## config.mk

```make
export PLATFORM = sky130hd
export DESIGN_NAME = uart_cmd_responder_flat
export DESIGN_NICKNAME = d
export VERILOG_FILES = /design/src/rtl/uart_cmd_pkg.sv /design/src/rtl/uart_cmd_responder_if.sv /design/src/rtl/uart_cmd_regfile.sv /design/src/rtl/uart_cmd_responder.sv /design/src/flat_wrapper.sv
export SDC_FILE = /design/constraint.sdc
export NUM_CORES = 1
export LEC_CHECK = 0
export BUFFER_PORTS_ARGS = -buffer_cell sky130_fd_sc_hd__buf_2
export CAP_MARGIN = 20
export CORE_ASPECT_RATIO = 2
export CORE_MARGIN = 3
export CORE_UTILIZATION = 45
export DETAILED_ROUTE_END_ITERATION = 10
export SLEW_MARGIN = 5
export SYNTH_ARGS = -nofsm -noshare
export SYNTH_HDL_FRONTEND = slang
export SYNTH_SLANG_ARGS = --single-unit
```

## constraint.sdc

```tcl
create_clock -name clk -period 6.4 [get_ports clk]
set_clock_uncertainty 0.05 [all_clocks]
set_input_delay 1.28 -clock clk [delete_from_list [all_inputs] [get_ports clk]]
set_output_delay 1.28 -clock clk [all_outputs]
set_load 0.02 [all_outputs]
```

## src/rtl/uart_cmd_pkg.sv

```systemverilog
// Shared types and constants for the UART command responder: parser states,
// frame sync bytes, command/status codes and the register map layout.
package uart_cmd_pkg;

    typedef enum logic [3:0] {
        ST_IDLE,
        ST_CMD,
        ST_ADDR,
        ST_DATA,
        ST_CHK,
        ST_EXEC,
        ST_TX_LOAD,
        ST_TX_WAIT
    } state_t;

    localparam logic [7:0] SYNC_REQ        = 8'hA5;
    localparam logic [7:0] SYNC_RSP        = 8'h5A;

    localparam logic [7:0] CMD_READ        = 8'h01;
    localparam logic [7:0] CMD_WRITE       = 8'h02;

    localparam logic [7:0] STATUS_OK       = 8'h00;
    localparam logic [7:0] STATUS_BAD_CHK  = 8'h01;
    localparam logic [7:0] STATUS_BAD_CMD  = 8'h02;
    localparam logic [7:0] STATUS_BAD_ADDR = 8'h03;

    localparam logic [7:0] ADDR_SAMPLE_LO  = 8'h00;
    localparam logic [7:0] ADDR_SAMPLE_HI  = 8'h01;
    localparam logic [7:0] ADDR_COUNT      = 8'h02;
    localparam logic [7:0] ADDR_ID         = 8'h03;
    localparam logic [7:0] ADDR_CFG_FIRST  = 8'h08;
    localparam logic [7:0] ADDR_CFG_LAST   = 8'h0F;

    localparam logic [7:0] ID_VALUE        = 8'h51;

    localparam int         RSP_LEN         = 4;

    // True for the eight read/write config registers 0x08..0x0F.
    function automatic logic isCfgAddr(input logic [7:0] addr);
        return (addr >= ADDR_CFG_FIRST) && (addr <= ADDR_CFG_LAST);
    endfunction

    // Increment that sticks at 0xFF instead of wrapping.
    function automatic logic [7:0] satInc(input logic [7:0] value);
        return (value == 8'hFF) ? value : value + 8'd1;
    endfunction

endpackage

```

## src/rtl/uart_cmd_responder_if.sv

```systemverilog
// Byte-level handshake between the UART core (RX strobe, TX start/busy/done)
// and the command responder. The UART side is the master, the responder the slave.
interface uart_cmd_responder_if;

    logic [7:0] rx_data;
    logic       rx_valid;
    logic       tx_start;
    logic [7:0] tx_data;
    logic       tx_busy;
    logic       tx_done;

    modport master (
        output rx_data, rx_valid, tx_busy, tx_done,
        input  tx_start, tx_data
    );

    modport slave (
        input  rx_data, rx_valid, tx_busy, tx_done,
        output tx_start, tx_data
    );

endinterface

```

## src/rtl/uart_cmd_regfile.sv

```systemverilog
// Sensor/config register file: live sensor sample, sample counter, fixed ID
// and eight writable config bytes, plus the read mux and access checks.
module uart_cmd_regfile
    import uart_cmd_pkg::*;
(
    input  logic        clk,
    input  logic        rst,
    input  logic [15:0] i_sensor_data,
    input  logic        i_sensor_valid,
    input  logic [7:0]  i_addr,
    input  logic        i_is_write,
    input  logic        i_wr_en,
    input  logic [7:0]  i_wr_data,
    output logic [7:0]  o_rd_data,
    output logic [7:0]  o_status,
    output logic [63:0] o_cfg
);

    logic [15:0]     r_sample;
    logic [7:0]      r_count;
    logic [7:0][7:0] r_cfg;

    assign o_cfg = r_cfg;

    // Capture every sensor strobe and count it, independent of the parser state.
    always_ff @(posedge clk) begin
        if (rst) begin
            r_sample <= '0;
            r_count  <= '0;
        end else if (i_sensor_valid) begin
            r_sample <= i_sensor_data;
            r_count  <= r_count + 8'd1;
        end
    end

    // Config bytes change only on an approved write from the parser.
    always_ff @(posedge clk) begin
        if (rst) begin
            r_cfg <= '0;
        end else if (i_wr_en && isCfgAddr(i_addr)) begin
            r_cfg[i_addr[2:0]] <= i_wr_data;
        end
    end

    // Read mux works off the current register contents, so a sensor update in
    // the same cycle is not yet visible.
    always_comb begin
        o_rd_data = 8'h00;
        case (i_addr)
            ADDR_SAMPLE_LO: o_rd_data = r_sample[7:0];
            ADDR_SAMPLE_HI: o_rd_data = r_sample[15:8];
            ADDR_COUNT:     o_rd_data = r_count;
            ADDR_ID:        o_rd_data = ID_VALUE;
            default: begin
                if (isCfgAddr(i_addr)) begin
                    o_rd_data = r_cfg[i_addr[2:0]];
                end
            end
        endcase
    end

    // Reads may target 0x00..0x03 or the config window; writes only the config window.
    always_comb begin
        o_status = STATUS_OK;
        if (i_is_write) begin
            if (!isCfgAddr(i_addr)) begin
                o_status = STATUS_BAD_ADDR;
            end
        end else if (!((i_addr <= ADDR_ID) || isCfgAddr(i_addr))) begin
            o_status = STATUS_BAD_ADDR;
        end
    end

endmodule

```

## src/rtl/uart_cmd_responder.sv

```systemverilog
// Sensor-side command endpoint: parses A5-framed requests from the UART RX,
// runs the register access and streams a 4-byte 5A-framed response to the TX.
module uart_cmd_responder
    import uart_cmd_pkg::*;
#(
    parameter int unsigned TIMEOUT_CYCLES = 200_000
) (
    input  logic                 clk,
    input  logic                 rst,
    uart_cmd_responder_if.slave  bus,
    input  logic [15:0]          i_sensor_data,
    input  logic                 i_sensor_valid,
    output logic [63:0]          o_cfg,
    output logic                 o_busy,
    output logic [7:0]           o_frame_err_cnt
);

    localparam int TW = (TIMEOUT_CYCLES > 2) ? $clog2(TIMEOUT_CYCLES) : 1;
    localparam logic [TW-1:0] TIMER_LAST = TW'(TIMEOUT_CYCLES - 1);

    state_t        r_state;
    logic [7:0]    r_cmd;
    logic [7:0]    r_addr;
    logic [7:0]    r_data;
    logic [7:0]    r_chkAcc;
    logic          r_chkOk;
    logic [7:0]    r_status;
    logic [7:0]    r_rdata;
    logic [7:0]    r_txData;
    logic [1:0]    r_byteIdx;
    logic [TW-1:0] r_timer;
    logic [7:0]    r_errCnt;

    logic          w_isWrite;
    logic          w_cmdOk;
    logic [7:0]    w_regRdData;
    logic [7:0]    w_regStatus;
    logic [7:0]    w_execStatus;
    logic [7:0]    w_execRdata;
    logic          w_wrEn;

    assign w_isWrite = (r_cmd == CMD_WRITE);
    assign w_cmdOk   = (r_cmd == CMD_READ) || (r_cmd == CMD_WRITE);
    assign w_wrEn    = (r_state == ST_EXEC) && (w_execStatus == STATUS_OK) && w_isWrite;

    // tx_start follows tx_busy in the same cycle so the first free cycle in
    // TX_LOAD launches the byte without an extra clock of delay.
    assign bus.tx_start    = (r_state == ST_TX_LOAD) && !bus.tx_busy;
    assign bus.tx_data     = r_txData;
    assign o_busy          = (r_state != ST_IDLE);
    assign o_frame_err_cnt = r_errCnt;

    uart_cmd_regfile u_regfile (
        .clk            (clk),
        .rst            (rst),
        .i_sensor_data  (i_sensor_data),
        .i_sensor_valid (i_sensor_valid),
        .i_addr         (r_addr),
        .i_is_write     (w_isWrite),
        .i_wr_en        (w_wrEn),
        .i_wr_data      (r_data),
        .o_rd_data      (w_regRdData),
        .o_status       (w_regStatus),
        .o_cfg          (o_cfg)
    );

    // Priority of checks: checksum, then command, then address/permission.
    always_comb begin
        w_execStatus = STATUS_OK;
        w_execRdata  = 8'h00;
        if (!r_chkOk) begin
            w_execStatus = STATUS_BAD_CHK;
        end else if (!w_cmdOk) begin
            w_execStatus = STATUS_BAD_CMD;
        end else if (w_regStatus != STATUS_OK) begin
            w_execStatus = w_regStatus;
        end else begin
            w_execRdata = w_isWrite ? r_data : w_regRdData;
        end
    end

    // Response byte selector: sync, status, data, checksum.
    function automatic logic [7:0] rspByte(input logic [1:0] idx,
                                           input logic [7:0] status,
                                           input logic [7:0] rdata);
        case (idx)
            2'd0:    return SYNC_RSP;
            2'd1:    return status;
            2'd2:    return rdata;
            default: return status ^ rdata;
        endcase
    endfunction

    // Parser, executor and TX sequencer in one state machine.
    always_ff @(posedge clk) begin
        if (rst) begin
            r_state   <= ST_IDLE;
            r_cmd     <= '0;
            r_addr    <= '0;
            r_data    <= '0;
            r_chkAcc  <= '0;
            r_chkOk   <= 1'b0;
            r_status  <= '0;
            r_rdata   <= '0;
            r_txData  <= '0;
            r_byteIdx <= '0;
            r_timer   <= '0;
            r_errCnt  <= '0;
        end else begin
            case (r_state)
                ST_IDLE: begin
                    r_timer  <= '0;
                    r_chkAcc <= '0;
                    if (bus.rx_valid && (bus.rx_data == SYNC_REQ)) begin
                        r_state <= ST_CMD;
                    end
                end

                ST_CMD, ST_ADDR, ST_DATA, ST_CHK: begin
                    if (bus.rx_valid) begin
                        r_timer <= '0;
                        case (r_state)
                            ST_CMD: begin
                                r_cmd    <= bus.rx_data;
                                r_chkAcc <= bus.rx_data;
                                r_state  <= ST_ADDR;
                            end
                            ST_ADDR: begin
                                r_addr   <= bus.rx_data;
                                r_chkAcc <= r_chkAcc ^ bus.rx_data;
                                r_state  <= (r_cmd == CMD_WRITE) ? ST_DATA : ST_CHK;
                            end
                            ST_DATA: begin
                                r_data   <= bus.rx_data;
                                r_chkAcc <= r_chkAcc ^ bus.rx_data;
                                r_state  <= ST_CHK;
                            end
                            default: begin
                                r_chkOk <= (bus.rx_data == r_chkAcc);
                                r_state <= ST_EXEC;
                            end
                        endcase
                    end else if (r_timer == TIMER_LAST) begin
                        r_state  <= ST_IDLE;
                        r_errCnt <= satInc(r_errCnt);
                    end else begin
                        r_timer <= r_timer + 1'b1;
                    end
                end

                ST_EXEC: begin
                    r_status  <= w_execStatus;
                    r_rdata   <= w_execRdata;
                    r_byteIdx <= 2'd0;
                    r_txData  <= SYNC_RSP;
                    r_state   <= ST_TX_LOAD;
                    if (w_execStatus != STATUS_OK) begin
                        r_errCnt <= satInc(r_errCnt);
                    end
                end

                ST_TX_LOAD: begin
                    if (!bus.tx_busy) begin
                        r_state <= ST_TX_WAIT;
                    end
                end

                ST_TX_WAIT: begin
                    if (bus.tx_done) begin
                        if (r_byteIdx == 2'(RSP_LEN - 1)) begin
                            r_txData <= 8'h00;
                            r_state  <= ST_IDLE;
                        end else begin
                            r_byteIdx <= r_byteIdx + 2'd1;
                            r_txData  <= rspByte(r_byteIdx + 2'd1, r_status, r_rdata);
                            r_state   <= ST_TX_LOAD;
                        end
                    end
                end

                default: r_state <= ST_IDLE;
            endcase
        end
    end

endmodule
```

## src/flat_wrapper.sv

```systemverilog
// flat-port wrapper written by rule: the top's interface ports become plain ports
module uart_cmd_responder_flat import uart_cmd_pkg::*;
#(
    parameter int unsigned TIMEOUT_CYCLES = 200_000
)
  (clk, rst, i_sensor_data, i_sensor_valid, o_cfg, o_busy, o_frame_err_cnt, bus_rx_data, bus_rx_valid, bus_tx_busy, bus_tx_done, bus_tx_start, bus_tx_data);
  uart_cmd_responder_if bus_i ();
  input  logic clk;
  input  logic rst;
  input  logic [15:0] i_sensor_data;
  input  logic i_sensor_valid;
  output logic [63:0] o_cfg;
  output logic o_busy;
  output logic [7:0] o_frame_err_cnt;
  input wire logic [$bits(bus_i.rx_data)-1:0] bus_rx_data;
  input wire logic [$bits(bus_i.rx_valid)-1:0] bus_rx_valid;
  input wire logic [$bits(bus_i.tx_busy)-1:0] bus_tx_busy;
  input wire logic [$bits(bus_i.tx_done)-1:0] bus_tx_done;
  output wire logic [$bits(bus_i.tx_start)-1:0] bus_tx_start;
  output wire logic [$bits(bus_i.tx_data)-1:0] bus_tx_data;
  assign bus_i.rx_data = bus_rx_data;
  assign bus_i.rx_valid = bus_rx_valid;
  assign bus_i.tx_busy = bus_tx_busy;
  assign bus_i.tx_done = bus_tx_done;
  assign bus_tx_start = bus_i.tx_start;
  assign bus_tx_data = bus_i.tx_data;
  uart_cmd_responder #(.TIMEOUT_CYCLES(TIMEOUT_CYCLES)) u_core (.clk(clk), .rst(rst), .bus(bus_i), .i_sensor_data(i_sensor_data), .i_sensor_valid(i_sensor_valid), .o_cfg(o_cfg), .o_busy(o_busy), .o_frame_err_cnt(o_frame_err_cnt));
endmodule
```

Word level (Yosys, flattened, before mapping):

Cells that the tools add are included.

* bits in registers: 177
* word-level logic and storage cells: 141

* add/subtract/negate cells: 4
* order comparisons: 5
* equal/unequal tests: 30
* muxes and demuxes: 44
* bitwise operators: 3
* reduce and logical (&&, ||, !) cells: 33

Operators by type and width (number)
* $mux 8: 18
* $bwmux 64: 1
* $pmux 8 s2: 4
* $mux 18: 2
* $pmux 18 s2: 1
* $pmux 8 s4: 1
* $bmux 8 s3: 1
* $demux 8 s3: 1
* $eq 8x2->1 const B: 3
* $pmux 8 s3: 1
* $mux 4: 5
* $pmux 4 s5: 1
* $add 18x1->18 const B: 1
* $eq 18x18->1 const B: 1
* $reduce_and 3->1: 6
* $add 8x1->8 const B: 2
* $eq 4x3->1 const B: 4
* $eq 8x1->1 const B: 2
* $eq 8x8->1 const B: 2
* $logic_not 8->1: 2
* $reduce_bool 8->1: 2
* $xor 8x8->8: 2
* $ne 2x2->1 const B: 6
* $pmux 4 s3: 1
* 30 further kinds: 49

Longest topological paths before layout:

* depth after elaboration: 13
* depth in mapped cells: 8
* gate-level depth less buffers: 7

By module:

From an unflattened synthesis, not the netlist that was laid out.

* cell total of the unflattened synthesis: 993
* area, all modules: 8675.8 sq um

By module, submodules not included
* uart_cmd_responder: times used 1, cells an instance 567, area each 4554.4 sq um, seq. area each 1761.7 sq um
* uart_cmd_regfile: times used 1, cells an instance 426, area each 4121.5 sq um, seq. area each 1761.7 sq um

Worst setup path before layout:

No wires, ideal clock.

* kind: input-to-output
* from: input port bus_tx_busy
* to: output port bus_tx_start
* data arrival time: 1.765 ns
* path slack: 3.305 ns
* cell stages on the path: 1
* cell sequence: nor3_1

* cells in the longest elaborated chain, start to end: 2

Ends and longest elaborated chain
* start: declaration: RTL line flat_wrapper.sv:17 `input wire logic [$bits(bus_i.tx_busy)-1:0] bus_tx_busy;`
* $logic_not 1->1: RTL line uart_cmd_responder.sv:48 `assign bus.tx_start = (r_state == ST_TX_LOAD) && !bus.tx_busy;`
* $logic_and 1x1->1: RTL line uart_cmd_responder.sv:48
* end: declaration: RTL line flat_wrapper.sv:19 `output wire logic [$bits(bus_i.tx_start)-1:0] bus_tx_start;`

No other way between the ends.

Final worst setup path:

* from: register u_core.r_state[0]
* to: output port o_busy

* cells in the longest elaborated chain, start to end: 1

Ends and longest elaborated chain
* start: declaration: RTL line uart_cmd_responder.sv:21 `state_t r_state;`
* start signal: assignment: RTL line uart_cmd_responder.sv:131 `r_state <= (r_cmd == CMD_WRITE) ? ST_DATA : ST_CHK;`
* $reduce_bool 4->1: RTL line uart_cmd_responder.sv:50 `assign o_busy = (r_state != ST_IDLE);`
* end: declaration: RTL line flat_wrapper.sv:13 `output logic o_busy;`

No other way between the ends.

==> run summary <==
CP Class: flip-flop to output pin
Fmax: 305 MHz
Die height: 199 um
Layout Nets: 1057
Tcrit/Tclk final: 0.512
Slew Limit Fails: 0
Syn. warnings: 0
Worst Setup SP: u_core.r_state[0]$_SDFFE_PP0P_
GRT Total Usage: 0.244
Clk root buf: clkbuf_16
Die area: 20400 um^2
Post-Syn Area: 8400 um^2
Ports: 112
Layout cells sized above 1: 0.171
Max Cap Viol: 0
Leading cell type in the layout, fill and taps excluded: dfxtp_1
R2r startpoint: u_core.r_state[0]$_SDFFE_PP0P_
Layout area overhead: 13.5%
Slowest cell on the critical path: nor3_1
Crit end category: output pin
Final global-route overflow total: 0
Most frequent cells in the layout: dfxtp_1 (170), nor2_1 (139), buf_2 (110)
Drt pass-1 iters: 5
Vias: 7351
Ys flop type: dfxtp_1
GPL Wtd Cong: 0.834
Power, Total: 0.00219 W
Post-synth net total: 992
Slew headroom: 0.321
CP cell instances: nor3_1 -> inv_1 -> buf_2
Detailed Route WL: 24.3 mm
Mean Syn Cell Area: 8.80 um^2
Largest net degree at the start of global routing: 89
Setup TNS after final layout: 0 ns
Setup violations, final: 0
RSZ-0062 raised after global routing: no
Post-DR vias/cell: 5.90
Starting Density: 0.459
EDFF count, synth: 0
Total number of H-tree levels: 4
Drt drc: 0
Sum of buffers and inverters on the critical path: 2
Cts bufs inserted: 17
Hold slack: 0.423 ns
CP max stage delay: 0.73 ns
Post CTS Setup Buffer Count: 0
CP max FO: 22
Longest Clk Path Bufs: 2
Clk slew on worst S/H paths: 0.06 ns
Worst Path Required: 5.07 ns
Seq/Total Area, Yosys: 0.405
Slew @ Worst Pin: 1.01 ns
CTS sink cnt: 170
Leakage: 4.04 nW
Cell family with most CP delay: simple AND/OR/NAND/NOR gates
Final worst path period need: 3.27 ns
Cells after synthesis: 955
Hold Crit Start: u_core.r_addr[7]$_SDFFE_PP0P_
Status: complete, no violations
Async SR Flop Fraction: 0
Hold Crit Class: flip-flop to flip-flop
Clock latency on the worst-skew pair: 0.43 ns
Final Hold Viols: 0
Core area: 18300 um^2
Site Rows: 70
Cts-stage hold buffer count: 0
#FFs+latches synth: 170
Detailed Place HPWL: 17.5 mm
Initial antenna violation count: 0
CTS resizes: 0
PnR worst setup slack: 3.13 ns
Die W: 103 um
Distinct cells, synth: 74
Crit start category: flip-flop
VDD IR max: 168 uV
Ant. Diodes: 0
Power per Cell Area: 230 nW/um^2
CTS tree: done
Worst EP arrival: 1.94 ns
Place WS: 2.74 ns
Drt wl/cell: 19.5 um
Final ANT Viol Nets: 0
Buffers on Ports: 111
Wire length of the first global-routing pass: 38.4 mm
Vias in the first global route: 7167
Initial DRC count: 352
-- Yosys cell counts (all sizes together), types with 15 or more instances --
master | number | area share
nor3 | 16 | 0.012
dfxtp | 170 | 0.41
nor2 | 139 | 0.062
nand4 | 29 | 0.024
nand3 | 15 | 0.0089
mux2i | 104 | 0.12
nor2b | 15 | 0.011
a21oi | 37 | 0.022
buf | 21 | 0.012
nand2 | 88 | 0.039
clkbuf | 51 | 0.023
o21ai | 28 | 0.017
-- metrics by stage --
step	util	std cells	area [um^2]
global placement	0.491	1217	8990
finish	0.521	1246	9530
detailed placement	0.491	1217	8990
CTS	0.521	1246	9530
floorplan	-	955	8400
global route	0.521	1246	9530
-- state kept, by name, summed over array words and instances (netlist names) --
register                   cells
u_core.u_regfile.r_sample     16
u_core.r_state                 3
u_core.r_data                  8
u_core.u_regfile.o_cfg        64
u_core.bus.tx_data             8
u_core.r_timer                18
u_core.r_rdata                 8
u_core.r_cmd                   8
u_core.r_chkOk                 1
u_core.r_status                2
u_core.u_regfile.r_count       8
u_core.r_byteIdx               2
u_core.o_frame_err_cnt         8
u_core.r_addr                  8
u_core.r_chkAcc                8
-- cells by family after synthesis --
kind of cell,count (synthesis),share of synthesized area
and+or+nand+nor,378,0.221
DFF,170,0.405
AOI/OAI and AO/OA,180,0.154
xor gates and xnor gates,17,0.0177
buffers and inverters,84,0.0402
adders and majority gates,7,0.0104
muxes,119,0.152
-- report_power, final --
group / switching [W] / leakage, nW / internal, W
sequential: 0.0000167 / 1.37 / 0.00107
clock: 0.000418 / 0.256 / 0.000558
combinational: 0.0000824 / 2.42 / 0.0000460
-- metal layers --
metal | GRT usage | vias up | part of all wire
met5 | 0 | - | 0
met4 | 0.127 | 0 | 0.045
met3 | 0.0430 | 49 | 0.039
met2 | 0.446 | 182 | 0.54
met1 | 0.260 | 3528 | 0.38
li1 | - | 3592 | -
-- tightest hold or removal path, delay by kind of cell, from the launching register on --
family / cells / cell delay (ns)
DFF: 1 / 0.32
and+or+nand+nor: 1 / 0.06
AOI/OAI and AO/OA: 1 / 0.05
-- final timing paths --
kind | endpoint | slack (ns) | cells past startpoint
setup reg to reg | u_core.o_frame_err_cnt[4]$_SDFFE_PP0P_ | 3.42 | 5
hold / removal | u_core.r_addr[7]$_SDFFE_PP0P_ | 0.42 | 2
hold reg to reg | u_core.r_addr[7]$_SDFFE_PP0P_ | 0.42 | 2
setup / recovery | o_busy | 3.13 | 3
-- layout make-up --
type,instances,area [um^2]
fillers,1779,8770
multi-input cells,701,4660
flip-flops and latches,170,3400
repair buffers,118,611
clock buffers,22,474
well taps,216,270
clock inverters,7,70.1
inverters,12,45.0
Note: power is estimated with default switching activity, not from simulation.
